**config.mk**
```make
export PLATFORM = sky130hd
export DESIGN_NAME = peripheral_dbg_soc_osd_timestamp_ctrl_flat
export DESIGN_NICKNAME = d
export VERILOG_FILES = /design/src/rtl/peripheral_dbg_soc_osd_timestamp_pkg.sv /design/src/rtl/peripheral_dbg_soc_osd_timestamp_ctrl_if.sv /design/src/rtl/peripheral_dbg_soc_osd_rr_arbiter.sv /design/src/rtl/peripheral_dbg_soc_osd_timestamp_ctrl.sv /design/src/flat_wrapper.sv
export SDC_FILE = /design/constraint.sdc
export NUM_CORES = 1
export LEC_CHECK = 0
export BUFFER_PORTS_ARGS = -buffer_cell sky130_fd_sc_hd__buf_2
export CORE_MARGIN = 5
export CORE_UTILIZATION = 49
export CTS_BUF_LIST = sky130_fd_sc_hd__clkbuf_4 sky130_fd_sc_hd__clkbuf_8
export DETAILED_ROUTE_END_ITERATION = 10
export PLACE_DENSITY = 0.79
export SLEW_MARGIN = 20
export SYNTH_ARGS = -nofsm -noshare
export SYNTH_HDL_FRONTEND = slang
export SYNTH_SLANG_ARGS = --single-unit
```
**constraint.sdc**
```tcl
create_clock -name clk -period 3.5 [get_ports clk]
set_input_delay 0.7 -clock clk [delete_from_list [all_inputs] [get_ports clk]]
set_output_delay 0.7 -clock clk [all_outputs]
set_load 0.02 [all_outputs]
```
**src/rtl/peripheral_dbg_soc_osd_timestamp_pkg.sv**
```systemverilog
// Shared types and defaults for the debug timestamp controller slice.
package peripheral_dbg_soc_osd_timestamp_pkg;

   localparam int unsigned DEF_WIDTH      = 16;
   localparam int unsigned DEF_NREQ       = 4;
   localparam int unsigned DEF_PRESCALE_W = 8;

   typedef enum logic [1:0] {
      CLEAR = 2'd0,
      STOP  = 2'd1,
      RUN   = 2'd2
   } ts_ctrl_state_t;

   // Index width that never collapses to zero bits.
   function automatic int unsigned idx_w(input int unsigned n);
      return (n > 1) ? $clog2(n) : 1;
   endfunction

endpackage

```
**src/rtl/peripheral_dbg_soc_osd_timestamp_ctrl_if.sv**
```systemverilog
// Snapshot request/response bus between trace requesters and the timestamp controller.
interface peripheral_dbg_soc_osd_timestamp_ctrl_if #(
   parameter int unsigned WIDTH = peripheral_dbg_soc_osd_timestamp_pkg::DEF_WIDTH,
   parameter int unsigned NREQ  = peripheral_dbg_soc_osd_timestamp_pkg::DEF_NREQ
);
   localparam int unsigned ID_W = peripheral_dbg_soc_osd_timestamp_pkg::idx_w(NREQ);

   logic [NREQ-1:0]  req_valid;
   logic [NREQ-1:0]  req_ready;
   logic             snap_valid;
   logic             snap_ready;
   logic [ID_W-1:0]  snap_id;
   logic [WIDTH-1:0] snap_ts;

   modport master (
      input  req_valid, snap_ready,
      output req_ready, snap_valid, snap_id, snap_ts
   );

   modport slave (
      output req_valid, snap_ready,
      input  req_ready, snap_valid, snap_id, snap_ts
   );

endinterface

```
**src/rtl/peripheral_dbg_soc_osd_rr_arbiter.sv**
```systemverilog
// Round-robin arbiter: combinational one-hot grant starting at an internal pointer.
module peripheral_dbg_soc_osd_rr_arbiter
   import peripheral_dbg_soc_osd_timestamp_pkg::*;
#(
   parameter  int unsigned NREQ  = DEF_NREQ,
   localparam int unsigned IDX_W = idx_w(NREQ)
) (
   input  logic             clk,
   input  logic             rst,
   input  logic [NREQ-1:0]  req,
   input  logic             enable,
   output logic [NREQ-1:0]  grant_c,
   output logic [IDX_W-1:0] grant_idx_c
);

   logic [IDX_W-1:0] ptr;
   logic             found;

   // First requester at or after ptr, wrapping modulo NREQ.
   always_comb begin : search
      int unsigned j;
      j           = 0;
      found       = 1'b0;
      grant_c     = '0;
      grant_idx_c = '0;
      if (enable) begin
         for (int unsigned i = 0; i < NREQ; i++) begin
            j = (32'(ptr) + i) % NREQ;
            if (!found && req[IDX_W'(j)]) begin
               found                = 1'b1;
               grant_c[IDX_W'(j)]   = 1'b1;
               grant_idx_c          = IDX_W'(j);
            end
         end
      end
   end

   always_ff @(posedge clk) begin
      if (!rst) begin
         ptr <= '0;
      end else if (found) begin
         ptr <= (grant_idx_c == IDX_W'(NREQ - 1)) ? '0 : IDX_W'(grant_idx_c + 1'b1);
      end
   end

endmodule

```
**src/rtl/peripheral_dbg_soc_osd_timestamp_ctrl.sv**
```systemverilog
// Run/stop/clear sequencing of the timestamp counter plus round-robin snapshot service.
module peripheral_dbg_soc_osd_timestamp_ctrl
   import peripheral_dbg_soc_osd_timestamp_pkg::*;
#(
   parameter int unsigned WIDTH      = DEF_WIDTH,
   parameter int unsigned NREQ       = DEF_NREQ,
   parameter int unsigned PRESCALE_W = DEF_PRESCALE_W
) (
   input  logic                  clk,
   input  logic                  rst,
   input  logic                  cfg_run,
   input  logic                  cfg_clear,
   input  logic [PRESCALE_W-1:0] cfg_prescale,
   input  logic [WIDTH-1:0]      ts_value,
   output logic                  ts_enable,
   output logic                  ts_rst,
   output logic                  ts_overflow,
   peripheral_dbg_soc_osd_timestamp_ctrl_if.master bus
);

   localparam int unsigned ID_W = idx_w(NREQ);

   ts_ctrl_state_t        state_q, state_d;
   logic [PRESCALE_W-1:0] cnt_q, cnt_d;
   logic                  wrap_c;
   logic                  arb_enable_c;
   logic [ID_W-1:0]       grant_idx_c;

   always_ff @(posedge clk) begin
      if (!rst) begin
         state_q <= CLEAR;
         cnt_q   <= '0;
      end else begin
         state_q <= state_d;
         cnt_q   <= cnt_d;
      end
   end

   // Counter enable is combinational so the counter advances in the same cycle.
   always_comb begin
      state_d   = state_q;
      cnt_d     = cnt_q;
      ts_enable = 1'b0;
      ts_rst    = 1'b0;
      unique case (state_q)
         CLEAR: begin
            ts_rst  = 1'b1;
            cnt_d   = '0;
            state_d = cfg_run ? RUN : STOP;
         end
         STOP: begin
            if (cfg_run) state_d = RUN;
         end
         RUN: begin
            if (cnt_q == cfg_prescale) begin
               ts_enable = 1'b1;
               cnt_d     = '0;
            end else begin
               cnt_d = PRESCALE_W'(cnt_q + 1'b1);
            end
            if (!cfg_run) state_d = STOP;
         end
         default: state_d = CLEAR;
      endcase
      // Clear overrides run/stop and suppresses any enable pulse this cycle.
      if (cfg_clear) begin
         ts_enable = 1'b0;
         state_d   = CLEAR;
      end
   end

   assign wrap_c = ts_enable && (ts_value == {WIDTH{1'b1}});

   always_ff @(posedge clk) begin
      if (!rst) begin
         ts_overflow <= 1'b0;
      end else if (state_q == CLEAR) begin
         ts_overflow <= 1'b0;
      end else if (wrap_c) begin
         ts_overflow <= 1'b1;
      end
   end

   // Grant only while the output slot is free and never during reset.
   assign arb_enable_c = rst && (!bus.snap_valid || bus.snap_ready);

   peripheral_dbg_soc_osd_rr_arbiter #(
      .NREQ (NREQ)
   ) u_arb (
      .clk         (clk),
      .rst         (rst),
      .req         (bus.req_valid),
      .enable      (arb_enable_c),
      .grant_c     (bus.req_ready),
      .grant_idx_c (grant_idx_c)
   );

   always_ff @(posedge clk) begin
      if (!rst) begin
         bus.snap_valid <= 1'b0;
         bus.snap_id    <= '0;
         bus.snap_ts    <= '0;
      end else if (|bus.req_ready) begin
         bus.snap_valid <= 1'b1;
         bus.snap_id    <= grant_idx_c;
         bus.snap_ts    <= ts_value;
      end else if (bus.snap_ready) begin
         bus.snap_valid <= 1'b0;
      end
   end

endmodule

```
**src/flat_wrapper.sv**
```systemverilog
// flat-port wrapper written by rule: the top's interface ports become plain ports
module peripheral_dbg_soc_osd_timestamp_ctrl_flat import peripheral_dbg_soc_osd_timestamp_pkg::*;
#(
   parameter int unsigned WIDTH      = DEF_WIDTH,
   parameter int unsigned NREQ       = DEF_NREQ,
   parameter int unsigned PRESCALE_W = DEF_PRESCALE_W
)
  (clk, rst, cfg_run, cfg_clear, cfg_prescale, ts_value, ts_enable, ts_rst, ts_overflow, bus_req_valid, bus_snap_ready, bus_req_ready, bus_snap_valid, bus_snap_id, bus_snap_ts);
  peripheral_dbg_soc_osd_timestamp_ctrl_if #(.WIDTH(WIDTH), .NREQ(NREQ)) bus_i ();
  input  logic clk;
  input  logic rst;
  input  logic cfg_run;
  input  logic cfg_clear;
  input  logic [PRESCALE_W-1:0] cfg_prescale;
  input  logic [WIDTH-1:0] ts_value;
  output logic ts_enable;
  output logic ts_rst;
  output logic ts_overflow;
  input wire logic [$bits(bus_i.req_valid)-1:0] bus_req_valid;
  input wire logic [$bits(bus_i.snap_ready)-1:0] bus_snap_ready;
  output wire logic [$bits(bus_i.req_ready)-1:0] bus_req_ready;
  output wire logic [$bits(bus_i.snap_valid)-1:0] bus_snap_valid;
  output wire logic [$bits(bus_i.snap_id)-1:0] bus_snap_id;
  output wire logic [$bits(bus_i.snap_ts)-1:0] bus_snap_ts;
  assign bus_i.req_valid = bus_req_valid;
  assign bus_i.snap_ready = bus_snap_ready;
  assign bus_req_ready = bus_i.req_ready;
  assign bus_snap_valid = bus_i.snap_valid;
  assign bus_snap_id = bus_i.snap_id;
  assign bus_snap_ts = bus_i.snap_ts;
  peripheral_dbg_soc_osd_timestamp_ctrl #(.WIDTH(WIDTH), .NREQ(NREQ), .PRESCALE_W(PRESCALE_W)) u_core (.clk(clk), .rst(rst), .cfg_run(cfg_run), .cfg_clear(cfg_clear), .cfg_prescale(cfg_prescale), .ts_value(ts_value), .ts_enable(ts_enable), .ts_rst(ts_rst), .ts_overflow(ts_overflow), .bus(bus_i));
endmodule
```
== Yosys cells after proc, flatten, opt, wreduce, memory -nomap -nowiden ==
Index checks and enable logic that the tools add are counted.

* Muxes and demuxes: 50
* Shift-type cells: 0
* Reductions and logical operators: 21
* $add $sub $neg: 5
* Multiply operators: 0
* Bitwise logic cells: 4
* $lt $le $gt $ge: 8
* Div/mod/pow operators: 0
* Equal/unequal tests: 7

{| class="wikitable"
|+ Operators with widths
! operator !! count
|-
| $mux W4 || 8
|-
| $mux W1 || 22
|-
| $mux W2 || 9
|-
| $eq A16 B16 Y1 const B || 1
|-
| $pmux W8 S2 || 1
|-
| $lt A2 B3 Y1 const B || 4
|-
| $or A4 B4 Y4 || 3
|-
| $logic_and A1 B1 Y1 || 9
|-
| $add A8 B1 Y8 const B || 1
|-
| $bmux W1 S2 || 4
|-
| $demux W1 S2 || 4
|-
| $eq A8 B8 Y1 || 1
|-
| $ge A2 B1 Y1 const B || 4
|-
| $mux W8 || 1
|-
| $pmux W2 S3 || 1
|-
| $add A2 B1 Y2 const B || 2
|-
| $add A2 B2 Y2 const B || 2
|-
| $eq A2 B2 Y1 const B || 2
|-
| $logic_not A1 Y1 || 4
|-
| $ne A2 B2 Y1 const B || 2
|-
| $reduce_bool A2 Y1 || 2
|-
| $reduce_or A2 Y1 || 2
|-
| $reduce_or A4 Y1 || 1
|-
| $eq A2 B1 Y1 const B || 1
|-
| other kinds (4) || 4
|}

* RAM bits: 0
* Bits in registers: 32
* Latch bits: 0
* Output and inout port bits: 26
* Bits in read-only memories: 0
* Memories: 0
* Word-level logic and storage cells: 102

== Logic depth before layout (Yosys ltp) ==
* Depth after elaboration: 18
* Mapped depth: 13
* Depth with buffers taken out: 8

== Modules after synthesis ==
Synthesis repeated with hierarchy kept, for this count alone.

* Cell total of the unflattened synthesis: 233
* Area, all modules: 2039.5 sq um

{| class="wikitable"
|+ Modules (own cells, without submodules)
! module !! instances !! area an instance (sq um) !! cells an instance !! sequential area each (sq um)
|-
| peripheral_dbg_soc_osd_timestamp_ctrl || 1 || 1376.3 || 159 || 600.6
|-
| peripheral_dbg_soc_osd_rr_arbiter || 1 || 663.1 || 74 || 40.0
|}

== Worst setup path after synthesis ==
Ideal clock, no wire load.

* Path kind: reg-to-output
* Start point: register u_core.u_arb.ptr[1]
* End point: output bus_req_ready[1]
* Cell stages (with the launch flop): 10
* Data arrival time: 2.712 ns
* Path slack: 0.088 ns
* Data required time: 2.800 ns
* Buffers on the path: 2
* Path through: dfxtp_1 > clkbuf_1 > inv_1 > ha_1 > buf_6 > or3b_2 > a2111o_1 > o211ai_1 > nand2_1 > a21oi_1

* Longest elaborated chain between the ends: 16
* Elaborated cells between the ends (all ways): 54

{| class="wikitable"
|+ RTL lines
! item !! line !! RTL
|-
| from (decl) || peripheral_dbg_soc_osd_rr_arbiter.sv:16 || <nowiki>logic [IDX_W-1:0] ptr;</nowiki>
|-
| from (signal assigned) || peripheral_dbg_soc_osd_rr_arbiter.sv:42 || <nowiki>ptr <= (grant_idx_c == IDX_W'(NREQ - 1)) ? '0 : IDX_W'(grant_idx_c + 1'b1);</nowiki>
|-
| parallel branches: the longest is 14 deep, another holds $lt A2 B3 Y1 || -- ||
|-
| $mux W4 (*) || peripheral_dbg_soc_osd_rr_arbiter.sv:29 || <nowiki>if (!found && req[IDX_W'(j)]) begin</nowiki>
|-
| $mux W4 (*) || peripheral_dbg_soc_osd_rr_arbiter.sv:26 || <nowiki>if (enable) begin</nowiki>
|-
| to (decl) || flat_wrapper.sv:21 || <nowiki>output wire logic [$bits(bus_i.req_ready)-1:0] bus_req_ready;</nowiki>
|}

Every way passes the cells marked *. The select of a mux whose other input is x is not followed.

== Worst setup path in the final report ==
* Start point: register u_core.u_arb.ptr[0]
* End point: output bus_req_ready[2]

The elaborated chain is that of the path after synthesis.

==> run_results.csv <==
group,metric,value,unit
status,status,"complete, no violations",
worst_setup_path,critical-path-slowest-cell,"or3b_2",
worst_setup_path,cp_cell_sequence,"inv_1, ha_2, or3b_2, a2111o_1, o211ai_1, nand2_1, a21oi_1, buf_2",
timing,grt_setup_unrepaired,"no",
flow_run,max_capacitance_violation_total,0,
final_layout,layout.cells.most_common,"buf_2",
worst_setup_path,worst-endpoint-arrival,2.66,ns
final_layout,num_antenna_cells,0,
worst_setup_path,r2r_slack,0.38,ns
timing,slew_headroom,0.648,
drt,final_antenna_net_count,0,
pwr,cellLeakagePower,1.23,nW
logic_synthesis,mux_cell_area_share_after_synthesis,0.127,
logic_synthesis,synth-main-ff-cell,"dfxtp_1",
clocking,cts_tree,"done",
drt,detail_route.first_pass.iterations,4,
placed_design,numPlacedInstances,346,
die,die-area,5560,um2
clocking,cts_buffer_depth,2,
logic_synthesis,syn-instance-count,247,
logic_synthesis,synth.yosys.seq_area_share,0.313,
clocking,worst_skew_pair.late_latency,0.28,ns
worst_hold_path,hold_path_startpoint,"u_core.bus.snap_ts[1]",
die,die_extent_in_y,74.6,um
clocking,holdBufCountCts,0,
clocking,htree_num_levels,2,
grt,grt_pass1_vias,1685,
placed_design,io_buffer_count,58,
timing,final-max-slew-violation-count,0,
drt,via_per_inst,5.35,
clocking,cts-root-buf,"clkbuf_8",
final_layout,fin_nets,345,
timing,setup-tns-final,0,ns
worst_setup_path,r2r_start,"u_core.u_arb.ptr[0]",
worst_setup_path,setup.worst_path.end_class,"output port",
logic_synthesis,proportion_of_synthesized_flip_flops_having_asynchronous_set_or_reset,0,
drt,finalWirelength,4.63,mm
worst_setup_path,slowest_delay,0.45,ns
worst_hold_path,min_delay_worst_endpoint,"u_core.bus.snap_ts[1]",
logic_synthesis,synth_area_per_cell,8.28,um2
timing,post-route-min-period,3.36,ns
final_layout,final_cells,353,
timing,clk_skew,0.00364,ns
worst_hold_path,min_path_cells,2,
clocking,cts-buffers-inserted,5,
worst_setup_path,worst-endpoint-required,2.80,ns
logic_synthesis,combinational_family_with_the_most_area_after_synthesis,"simple AND/OR/NAND/NOR gates",
drt,via_count,1889,
worst_setup_path,worstSetupStartpointType,"register",
drt,post_dr_wirelength_cell,13.1,um
grt,grt_antenna_before_repair,0,
pwr,power_density,823,nW/um2
timing,finalHoldViolations,0,
timing,setup_violations,0,
logic_synthesis,synth-edff-count,0,
die,die-width,74.6,um
logic_synthesis,yosysWarningCount,0,
drt,dr.first_iter.drc_count,123,
timing,max_freq,298,MHz
worst_setup_path,critical_path_peak_fanout,8,
logic_synthesis,synth.lib_cells_used.distinct,48,
final_layout,layout.cells.most_common_list,"buf_2, dfxtp_1, nand2_1, inv_1, a21oi_1",
logic_synthesis,synth_fp_nets,289,
final_layout,layout-drive-gt1-share,0.274,
worst_setup_path,crit_family,"compound AO/OA/AOI/OAI gates",
worst_setup_path,stages_on_worst_setup_path,8,
worst_setup_path,reg_to_reg_endpoint,"u_core.bus.snap_ts[5]",
placed_design,routabilityCongestion,0.911,
grt,grt_pass1_wl,7.36,mm
logic_synthesis,synth.ff_latch_count,32,
die,design.portCount,59,
pwr,ir_worst_vdd,0.297,mV
die,fp-row-count,23,
worst_setup_path,reg2reg_depth,9,
logic_synthesis,synth-xor-area-share,0.0386,
worst_setup_path,setup.worst_path.class,"register to output port",
timing,fin_hold_ws,0.459,ns
final_layout,final_core_utilization,0.608,
logic_synthesis,synth_fa_ha_area_frac,0.0551,
grt,overflow,0,
clocking,path_clk_slew,0.06,ns
clocking,clock_sink_count,32,
timing,layout_worst_path_cycle_share,0.960,
logic_synthesis,synth_compound_gate_area_share,0.153,
drt,drt_drc_violations_left,0,
grt,grt_start_max_net_pins,24,
placed_design,post-dp-hpwl,3.54,mm
final_layout,layout_area_growth_over_synthesis,19.8,%
timing,worst-slew-pin-transition,0.522,ns
logic_synthesis,syn-cell-area,2040,um2
die,initial_core_util,0.507,
pwr,totalPowerFinal,2.02,mW
worst_setup_path,cp_num_buf_inv,2,
grt,groute.usage.overall,0.171,
die,core_area,4030,um2
logic_synthesis,post_synth_and_or_nand_nor_area_fraction,0.223,
worst_hold_path,min-delay-path-class,"register to register",
## cells in the mapped netlist, types with 5 or more instances
master     n  area (um2)
mux2i_1   18         180
o21ai_0    7        35.0
nand2_1   29         109
clkbuf_1   6        22.5
ha_1       9         113
inv_1     25        93.8
nor2_1    17        63.8
nand4_1    5        31.3
dfxtp_1   32         641
xor2_1     8        70.1
a21oi_1   20         100
nor2b_1    7        43.8
## state kept, by name, indices dropped and copies added (netlist names)
register and flops:
u_core.bus.snap_valid 1, u_core.cnt_q 8, u_core.bus.snap_ts 16, u_core.state_q 2
u_core.ts_overflow 1, u_core.u_arb.ptr 2, u_core.bus.snap_id 2
## cell families after synthesis
kind of cell / Yosys count
and+or+nand+nor: 90
AOI/OAI and AO/OA: 46
buffers and inverters: 38
DFF: 32
muxes: 23
xor gates and xnor gates: 9
adders and majority gates: 9
## worst max-delay path by stage
stage	from	endpoint	slack [ns]
2_1_floorplan	u_core.u_arb.ptr[1]	bus_req_ready[1]	0.09
3_3_place_gp	bus_req_valid[0]	bus_req_ready[2]	0.38
3_5_place_dp	u_core.u_arb.ptr[0]	u_core.bus.snap_ts[5]	0.34
4_1_cts	u_core.u_arb.ptr[0]	bus_req_ready[3]	0.1
5_1_grt	u_core.u_arb.ptr[0]	bus_req_ready[2]	0.008
6_report	u_core.u_arb.ptr[0]	bus_req_ready[2]	0.14
## where the power goes
part	total, mW	switching (mW)	leakage [nW]	internal, mW
logic	1.16	0.691	0.914	0.469
clock network	0.303	0.128	0.0503	0.175
registers	0.553	0.0616	0.264	0.491
## through the flow
step | setup WS, ns | cell area, um2
after global routing | 0.00808 | 2450
after CTS | 0.0960 | 2440
after global placement | 0.377 | 2350
final | 0.139 | 2450
after detailed placement | 0.342 | 2350
after floorplan | 0.0881 | 2040
## cell type report
type | count | area, um2
Multi-Input combinational cell | 177 | 1240
Sequential cell | 32 | 641
Tap cell | 50 | 62.6
Fill cell | 345 | 1580
Inverter | 25 | 93.8
Timing Repair Buffer | 62 | 320
Clock buffer | 7 | 96.3
## worst register-to-register path, stage by stage (launching register included)
cell	delay [ns]
dfxtp_1	0.33
inv_1	0.10
ha_2	0.42
mux4_2	0.63
a221o_1	0.30
a22oi_1	0.24
nand2_2	0.13
o41ai_4	0.32
buf_4	0.35
mux2i_1	0.23
## metal layers
metal / global-route usage / vias up / part of all wire
li1: - / 964 / -
met5: 0 / - / 0
met2: 0.285 / 45 / 0.49
met1: 0.211 / 875 / 0.44
met4: 0.0494 / 0 / 0.0099
met3: 0.0541 / 5 / 0.059
## timing repair
action,in CTS,in global routing
setup endpoints to repair,0,4
setup buffers,0,0
gates resized for setup,0,2
No activity file was read; power rests on OpenSTA's default activity.
